File: src/rtl/latency_meter_pkg.sv
// latency_meter_pkg
//   Shared types and width helpers for the latency meter slice.
//   - state_t        : measurement FSM states
//   - cntr_width()   : latency counter / result width for a given MAX_LAT
//   - trials_width() : width of the completed-trials counter for N_TRIALS
package latency_meter_pkg;

  typedef enum logic [2:0] {
    IDLE,
    FLUSH,
    PULSE,
    WAIT,
    DONE
  } state_t;

  localparam int DEFAULT_MAX_LAT  = 1024;
  localparam int DEFAULT_N_TRIALS = 4;
  localparam int DEFAULT_GUARD    = 4;

  function automatic int cntr_width(input int max_lat);
    return $clog2(max_lat + 1);
  endfunction

  function automatic int trials_width(input int n_trials);
    return $clog2(n_trials + 1);
  endfunction

endpackage

File: src/rtl/latency_meter_minmax.sv
// lat_minmax_tracker
//   Holds the last / minimum / maximum latency results of a campaign.
//   Ports:
//     clk, rst  : clock, synchronous active-high reset (all results to 0)
//     clear     : start of campaign; min to all-ones, max to 0, last kept
//     update    : a trial completed with the given latency
//     latency   : measured latency of the completing trial
//     lat_last, lat_min, lat_max : registered results
//   clear and update are expected to be already qualified by the clock enable.
module lat_minmax_tracker #(
  parameter int W = 11
) (
  input  logic         clk,
  input  logic         rst,
  input  logic         clear,
  input  logic         update,
  input  logic [W-1:0] latency,
  output logic [W-1:0] lat_last,
  output logic [W-1:0] lat_min,
  output logic [W-1:0] lat_max
);

  // lat_last is deliberately not cleared at campaign start: it always names
  // the most recent completed trial, even across a campaign that times out.
  always_ff @(posedge clk) begin
    if (rst) begin
      lat_last <= '0;
      lat_min  <= '0;
      lat_max  <= '0;
    end else if (clear) begin
      lat_min <= '1;
      lat_max <= '0;
    end else if (update) begin
      lat_last <= latency;
      if (latency < lat_min) lat_min <= latency;
      if (latency > lat_max) lat_max <= latency;
    end
  end

endmodule

File: src/rtl/latency_meter.sv
// latency_meter
//   Sends a one-cycle marker into a delay path and counts cycles until it
//   returns, repeated N_TRIALS times per start request.
//   Ports:
//     clk, rst    : clock, synchronous active-high reset
//     ena         : clock enable; 0 freezes everything including probe_out
//     start       : measurement request, accepted in IDLE only
//     probe_out   : registered marker into the path under test
//     probe_in    : marker returning from the path
//     busy        : campaign in progress (accepted start through done)
//     done        : one ena-cycle pulse at end of campaign
//     timeout     : sticky error, cleared by the next accepted start
//     lat_last/lat_min/lat_max : results, CNTR_W wide
//     trials_done : completed trials in the current campaign
module latency_meter
  import latency_meter_pkg::*;
#(
  parameter int MAX_LAT  = DEFAULT_MAX_LAT,
  parameter int CNTR_W   = cntr_width(MAX_LAT),
  parameter int N_TRIALS = DEFAULT_N_TRIALS,
  parameter int GUARD    = DEFAULT_GUARD
) (
  input  logic                              clk,
  input  logic                              rst,
  input  logic                              ena,
  input  logic                              start,
  output logic                              probe_out,
  input  logic                              probe_in,
  output logic                              busy,
  output logic                              done,
  output logic                              timeout,
  output logic [CNTR_W-1:0]                 lat_last,
  output logic [CNTR_W-1:0]                 lat_min,
  output logic [CNTR_W-1:0]                 lat_max,
  output logic [trials_width(N_TRIALS)-1:0] trials_done
);

  localparam int TRIALS_W = trials_width(N_TRIALS);
  localparam int QUIET_W  = $clog2(GUARD + 1);

  localparam logic [CNTR_W-1:0]   CNT_LIMIT   = CNTR_W'(MAX_LAT);
  localparam logic [QUIET_W-1:0]  QUIET_LAST  = QUIET_W'(GUARD - 1);
  localparam logic [TRIALS_W-1:0] TRIALS_LAST = TRIALS_W'(N_TRIALS - 1);

  state_t              state;
  logic [CNTR_W-1:0]   cnt;
  logic [QUIET_W-1:0]  quiet;
  logic                accept;
  logic                echo;

  // cnt is 0 throughout PULSE, so it directly equals the trial latency
  // whether the echo arrives in PULSE or in WAIT.
  assign accept = ena & start & (state == IDLE);
  assign echo   = ena & probe_in & ((state == PULSE) | (state == WAIT));

  lat_minmax_tracker #(
    .W(CNTR_W)
  ) u_tracker (
    .clk      (clk),
    .rst      (rst),
    .clear    (accept),
    .update   (echo),
    .latency  (cnt),
    .lat_last (lat_last),
    .lat_min  (lat_min),
    .lat_max  (lat_max)
  );

  // done is raised on the edge entering DONE and dropped on the edge leaving
  // it, so busy still covers the done pulse. In FLUSH the guard check has
  // priority over the timeout check.
  always_ff @(posedge clk) begin
    if (rst) begin
      state       <= IDLE;
      probe_out   <= 1'b0;
      busy        <= 1'b0;
      done        <= 1'b0;
      timeout     <= 1'b0;
      trials_done <= '0;
      cnt         <= '0;
      quiet       <= '0;
    end else if (ena) begin
      case (state)
        IDLE: begin
          if (start) begin
            state       <= FLUSH;
            busy        <= 1'b1;
            timeout     <= 1'b0;
            trials_done <= '0;
            cnt         <= '0;
            quiet       <= '0;
          end
        end

        FLUSH: begin
          if (!probe_in && (quiet == QUIET_LAST)) begin
            state     <= PULSE;
            probe_out <= 1'b1;
            cnt       <= '0;
          end else if (cnt == CNT_LIMIT) begin
            timeout <= 1'b1;
            done    <= 1'b1;
            state   <= DONE;
          end else begin
            cnt   <= cnt + 1'b1;
            quiet <= probe_in ? '0 : quiet + 1'b1;
          end
        end

        PULSE, WAIT: begin
          probe_out <= 1'b0;
          if (probe_in) begin
            trials_done <= trials_done + 1'b1;
            if (trials_done == TRIALS_LAST) begin
              done  <= 1'b1;
              state <= DONE;
            end else begin
              state <= FLUSH;
              cnt   <= '0;
              quiet <= '0;
            end
          end else if (state == PULSE) begin
            state <= WAIT;
            cnt   <= CNTR_W'(1);
          end else if (cnt == CNT_LIMIT) begin
            timeout <= 1'b1;
            done    <= 1'b1;
            state   <= DONE;
          end else begin
            cnt <= cnt + 1'b1;
          end
        end

        DONE: begin
          done  <= 1'b0;
          busy  <= 1'b0;
          state <= IDLE;
        end

        default: state <= IDLE;
      endcase
    end
  end

endmodule

File: config.mk
export PLATFORM = sky130hd
export DESIGN_NAME = latency_meter
export DESIGN_NICKNAME = d
export VERILOG_FILES = /design/src/rtl/latency_meter_pkg.sv /design/src/rtl/latency_meter_minmax.sv /design/src/rtl/latency_meter.sv
export SDC_FILE = /design/constraint.sdc
export NUM_CORES = 1
export LEC_CHECK = 0
export ABC_AREA = 1
export CORE_MARGIN = 5
export CORE_UTILIZATION = 45
export CTS_CLUSTER_SIZE = 30
export DETAILED_ROUTE_END_ITERATION = 10
export GPL_TIMING_DRIVEN = 0
export PLACE_DENSITY_LB_ADDON = 0.08
export SKIP_LAST_GASP = 1
export SLEW_MARGIN = 20
export SYNTH_ARGS = -nofsm -noshare
export SYNTH_HDL_FRONTEND = slang
export SYNTH_SLANG_ARGS = --single-unit
File: constraint.sdc
create_clock -name clk -period 2.17 [get_ports clk]
set_input_delay 0.434 -clock clk [delete_from_list [all_inputs] [get_ports clk]]
set_output_delay 0.434 -clock clk [all_outputs]
set_load 0.02 [all_outputs]
==> metrics.txt, run 1 <==
dpl hpwl=6140 um; R2R depth=10; most common cell after layout, fill and taps aside=nand2_1; # rows=30; maximum VDD drop=362 uV; die area=8860 sq um; Compound-Gate Fraction of Synth Area=14.2%; commonest cells after routing, fill and taps aside=nand2_1 (125), a21oi_1 (59), dfxtp_1 (57), inv_1 (56), clkdlybuf4s50_1 (44); Hold-fix buffers, CTS=0; Post-Syn Area=3180 sq um; worst min path class=reg2reg; hold depth=2; CTS Buf Count=9; Worst EP arrival=2170 ps; mux cell area share after synthesis=0%; CP required=2440 ps; Slew Limit Headroom=59.2%; Starting Density=46.6%; fin crit period=1900 ps; PwrDens=611 nW/um^2; cell count after synthesis=464; # IOs=45; status=complete, no violations; final setup fails=0; largest family of logic cells by synthesized area=simple AND/OR/NAND/NOR gates; xor/xnor share of the synthesized area=0.550%; clk root buf=clkbuf_8; CP max stage cell=nor3_2; final WL=8080 um; Detail Route Antenna Nets=0; post-synth net total=496; Final period util=87.4%; Synth warnings=0; Peak Freq=0.527 GHz; Via Count=3114; Routed WL per cell=13.0 um; first-pass GRT wire length=13900 um; clk sinks=57; Post-CTS Setup Inserts=0; overall routing resource usage=19.7%; H-Tree Depth=3; power after layout=2420 uW; global route total overflow=0; Cell Chain, Critical Path=inv_1 -> ha_1 -> nand3_1 -> nor3_2 -> nand2_1 -> nand2_1 -> nor2_2 -> nand2_1 -> nand2_1 -> nor2_1; register area share after synthesis=35.8%; simple-gate share of the synthesized area=29.7%; Lkg Pwr=0.00165 uW; DR iter-0 viols=187; chip height=94.1 um; Core Area=6830 sq um; CP dominant cell by count=nand2_1; vias per inst=5.02; vias in the first global route=3007; Crit Path Class=reg2reg; fraction of the mapped netlist area in adder cells=10.6%; RSZ-0062 raised after global routing=no; clock insertion delay at the later pin of the skew report=340 ps; Distinct cells, synth=30; n_diodes=0; CTS max path bufs=2; Max-Cap Viols=0; share of cells above drive strength 1=7.82%; Least-Margin Pin Slew=612 ps; initial antenna violation count=0; Die W=94.1 um; #FFs+latches synth=57; Pre-antenna DRT Iters=4; post-cts resize count=0; max-slew violations=0; crit end category=flip-flop; Fin. Hold Viols=0; Area growth, synth to finish=24.3%; Syn Area/Cell=6.86 sq um; Clock transition at path regs=60 ps; Sum Neg Setup Slack=0 ps; Max FO, Critical Path=9; CTS tree=built; DRC=0; CP max stage delay=520 ps; Final #Nets=551; fillers=680; Critical Path Start Type=flip-flop; GP Congestion=0.887; Layout Skew=3.82 ps; largest net degree at the start of global routing=11; Port Buffers=44
[through the flow]
| step | setup slack, ps | hold WS (ps) | utilization (%) | instance area (sq um) | std cells |
|---|---|---|---|---|---|
| 3_3_place_gp | 105 | 439 | 54.8 | 3740 | 604 |
| 3_5_place_dp | 89.8 | 443 | 54.8 | 3740 | 604 |
| 5_1_grt | 72.2 | 481 | 57.9 | 3960 | 620 |
| 2_1_floorplan | 427 | 455 | - | 3180 | 464 |
| 6_report | 274 | 449 | 57.9 | 3960 | 620 |
| 4_1_cts | 184 | 453 | 57.9 | 3950 | 620 |
[cells in the mapped netlist, drive strengths merged]
cell | n | area (sq um)
a21oi | 60 | 304
buf | 7 | 36.3
clkbuf | 7 | 26.3
dfxtp | 57 | 1140
ha | 27 | 338
inv | 61 | 229
nand2 | 129 | 499
nand3 | 41 | 210
nand3b | 2 | 15.0
nand4 | 2 | 12.5
nor2 | 35 | 161
nor3 | 6 | 40.0
nor4 | 1 | 6.26
o211a | 1 | 10.0
o21a | 1 | 7.51
o21ai | 23 | 115
o22ai | 1 | 6.26
o31ai | 1 | 7.51
xor2 | 2 | 17.5
[power breakdown]
part	internal, uW	switching [uW]
Sequential	1070	17.3
Combinational	88.9	170
Clock	640	436
Total	1790	623
[layout make-up]
type                            count  area (sq um)  area share (%)
Clock buffer                       10           128            3.23
Multi-Input combinational cell    332          1750            44.3
Sequential cell                    57          1140            28.9
Inverter                           61           229            5.79
Timing Repair Buffer               44           440            11.1
Clock inverter                      6          82.6            2.09
Tap cell                           96           120            3.04
Buffer                             14          63.8            1.61
[worst max-delay path: cells and delay by family (launching register included)]
kind	cells	cell delay (ps)
DFF	1	360
buffers and inverters	1	190
adders and majority gates	1	180
and+or+nand+nor	8	1100
[path summary, 6_finish.rpt]
check,start,to,slack (ps)
worst max-delay path,cnt[0]$_SDFFE_PP0P_,quiet[2]$_SDFFE_PP0P_,270
worst max register to register,cnt[0]$_SDFFE_PP0P_,quiet[2]$_SDFFE_PP0P_,270
worst min-delay path,timeout$_SDFFE_PP0P_,timeout$_SDFFE_PP0P_,450
worst min register to register,timeout$_SDFFE_PP0P_,timeout$_SDFFE_PP0P_,450
[per-layer routing]
layer | wire length (um) | track usage [%] | vias to the layer above
li1 | - | - | 1616
met4 | 144 | 7.22 | 0
met1 | 3760 | 24.3 | 1423
met5 | 0 | 0 | -
met3 | 281 | 4.57 | 17
met2 | 3900 | 33.1 | 58
[flip-flops by register name, indices dropped and copies added, names as in the netlist]
signal,cells
probe_out,1
done,1
trials_done,3
quiet,3
timeout,1
u_tracker.lat_last,11
u_tracker.lat_max,11
state,3
cnt,11
busy,1
u_tracker.lat_min,11
[kinds of logic (layout without fill, tap and decap cells)]
kind of cell | Yosys count | count (layout)
AO/OA/AOI/OAI | 87 | 87
XOR/XNOR | 2 | 2
AND/OR/NAND/NOR | 216 | 216
adder cells (fa/ha/maj) | 27 | 27
flip-flops | 57 | 57
buffers and inverters | 75 | 135
No activity file was read; power rests on OpenSTA's default activity.
==> inputs of run 2 (changes only) <==
CAP_MARGIN = 30   (was default)
PLACE_DENSITY_LB_ADDON = 0.2   (was 0.08)
==> run 2 against run 1 <==
Net effect:
- first-iteration DRC count is 37% lower
- critical path type unchanged
- register-to-register slack worse by 40 ps
- sequential cell count stayed put
- largest power group unchanged
==> metrics.txt, run 2 (synthesis gave the netlist of run 1 again) <==
Final #Nets=551 (unchanged); maximum VDD drop=445 uV (was 362 uV); Critical R2R Launch=cnt[0]$_SDFFE_PP0P_ (unchanged); reg-to-reg endpoint=state[0]$_SDFFE_PP0P_ (was quiet[2]$_SDFFE_PP0P_); global route total overflow=0 (unchanged); GP Congestion=0.896 (was 0.887); Lkg Pwr=0.00162 uW (was 0.00165 uW); CTS Buf Count=9 (unchanged); largest net degree at the start of global routing=11 (unchanged); initial antenna violation count=0 (unchanged); max-slew violations=0 (unchanged); CP max stage delay=540 ps (was 520 ps); final WL=7860 um (was 8080 um); Clock transition at path regs=70 ps (was 60 ps); Area growth, synth to finish=22.8% (was 24.3%); # IOs=45 (unchanged); share of cells above drive strength 1=7.82% (unchanged); Cell Chain, Critical Path=inv_1 -> ha_1 -> nand3_1 -> nor3_2 -> nand2_1 -> nand2_1 -> nand2_1 -> nand2_1 -> a21oi_1 (was inv_1 -> ha_1 -> nand3_1 -> nor3_2 -> nand2_1 -> nand2_1 -> nor2_2 -> nand2_1 -> nand2_1 -> nor2_1); setup slack at placement=87.6 ps (was 89.8 ps); clk root buf=clkbuf_8 (unchanged); chip height=94.1 um (unchanged); crit end category=flip-flop (unchanged); Routed WL per cell=12.7 um (was 13.0 um); status=complete, no violations (unchanged); most common cell after layout, fill and taps aside=nand2_1 (unchanged); RSZ-0062 raised after global routing=no (unchanged); Max-Cap Viols=0 (unchanged); CTS max path bufs=2 (unchanged); hold depth=2 (unchanged); Detail Route Antenna Nets=0 (unchanged); clk sinks=57 (unchanged); CP max stage cell=nor3_2 (unchanged); overall routing resource usage=19.3% (was 19.7%); Layout Skew=7.11 ps (was 3.82 ps); Crit path max-delay family=simple AND/OR/NAND/NOR gates (unchanged); Pre-antenna DRT Iters=4 (unchanged); CP dominant cell by count=nand2_1 (unchanged); fin crit period=1940 ps (was 1900 ps); Port Buffers=44 (unchanged); Max FO, Critical Path=9 (unchanged); first-pass GRT wire length=13700 um (was 13900 um); # rows=30 (unchanged); Least-Margin Pin Slew=610 ps (was 612 ps); Final period util=89.3% (was 87.4%); Core Area=6830 sq um (unchanged); dpl hpwl=6060 um (was 6140 um); commonest cells after routing, fill and taps aside=nand2_1 (125), a21oi_1 (59), dfxtp_1 (57), inv_1 (56), clkdlybuf4s50_1 (44) (unchanged); vias per inst=4.99 (was 5.02); WHS=450 ps (was 449 ps); worst setup margin=233 ps (was 274 ps); DRC=0 (unchanged); Worst EP arrival=2140 ps (was 2170 ps); clock insertion delay at the later pin of the skew report=340 ps (about the same); post-route core utilization=57.2% (was 57.9%); Sw Ratio=28.5% (was 25.8%); Die W=94.1 um (unchanged); fillers=694 (was 680); PwrDens=558 nW/um^2 (was 611 nW/um^2); Sum Neg Setup Slack=0 ps (unchanged); final setup fails=0 (unchanged); Via Count=3093 (was 3114); Pint=1560 uW (was 1790 uW); area occupied by multi-input gates=1750 sq um (unchanged); Flop pwr share=49.7% (was 44.8%); R2R setup slack=230 ps (was 270 ps); Combinational Power Share=11.8% (was 10.7%); worst min path class=reg2reg (unchanged); power after layout=2180 uW (was 2420 uW); post-cts resize count=0 (unchanged); Fin. Hold Viols=0 (unchanged); Psw=621 uW (was 623 uW); Crit Path Class=reg2reg (unchanged); Slew Limit Headroom=59.1% (was 59.2%); die area=8860 sq um (unchanged); Hold-fix buffers, CTS=0 (unchanged); Crit path buffers/inverters=1 (unchanged); Peak Freq=0.516 GHz (was 0.527 GHz); Hold Crit Start=timeout$_SDFFE_PP0P_ (unchanged); CP required=2370 ps (was 2440 ps); Sequential Area=1140 sq um (unchanged); vias in the first global route=2994 (was 3007); n_diodes=0 (unchanged); CTS tree=built (unchanged); Critical Path Start Type=flip-flop (unchanged); WP depth=9 (was 10); Clock Power Share=38.6% (was 44.5%); R2R depth=9 (was 10); Post-CTS Setup Inserts=0 (unchanged); Min-Delay Endpoint=timeout$_SDFFE_PP0P_ (unchanged); Starting Density=46.6% (unchanged); DR iter-0 viols=117 (was 187); H-Tree Depth=3 (unchanged)
## run 2: changes by cell type in the layout (fill, tap and decap cells not counted)
cell,change
clkinvlp_4,+1
bufinv_16,-2
clkinv_2,+1
## run 2: per-stage QoR
step                      instances  instance area [sq um]
after floorplan                 464                   3180
after global placement          604                   3740
after detailed placement        604                   3740
after CTS                       620                   3910
after global routing            620                   3910
final                           620                   3910
## run 2: cell type report
class / instances / share of cell area [%]
repair buffers: 44 / 11.3
clock buffers: 10 / 3.27
multi-input cells: 332 / 44.8
plain buffers: 14 / 1.63
clock inverters: 6 / 0.897
inverters: 61 / 5.86
well taps: 96 / 3.07
flip-flops and latches: 57 / 29.2
## run 2: power by group through the flow
stage / clock network, uW / registers [uW] / logic, uW
global route: 924 / 1080 / 288
global placement: 0 / 1110 / 247
floorplan: 0 / 1120 / 162
detailed placement: 0 / 1110 / 254
finish: 841 / 1080 / 256
CTS: 860 / 1080 / 255
## run 2: layer usage
layer	vias up	wire (um)	global-route usage (%)
met1	1392	3590	23.4
met4	0	119	7.46
li1	1615	-	-
met3	14	378	5.45
met2	72	3770	32.2
met5	-	0	0
## run 2: worst max path at each step
stage	slack, ps	endpoint	startpoint
floorplan	430	u_tracker.lat_max[0]$_SDFFE_PP0P_	u_tracker.lat_max[10]$_SDFFE_PP0P_
detailed placement	90	u_tracker.lat_min[6]$_SDFFE_PP0P_	ena
global route	50	state[0]$_SDFFE_PP0P_	cnt[0]$_SDFFE_PP0P_
finish	230	state[0]$_SDFFE_PP0P_	cnt[0]$_SDFFE_PP0P_
global placement	130	u_tracker.lat_min[5]$_SDFFE_PP0P_	ena
CTS	190	u_tracker.lat_max[9]$_SDFFE_PP0P_	cnt[0]$_SDFFE_PP0P_
## run 2: worst min-delay path: cells and delay by family (launching register included)
kind / cells / cell delay [ps]
DFF: 1 / 310
AOI/OAI and AO/OA: 1 / 50
buffers and inverters: 1 / 40
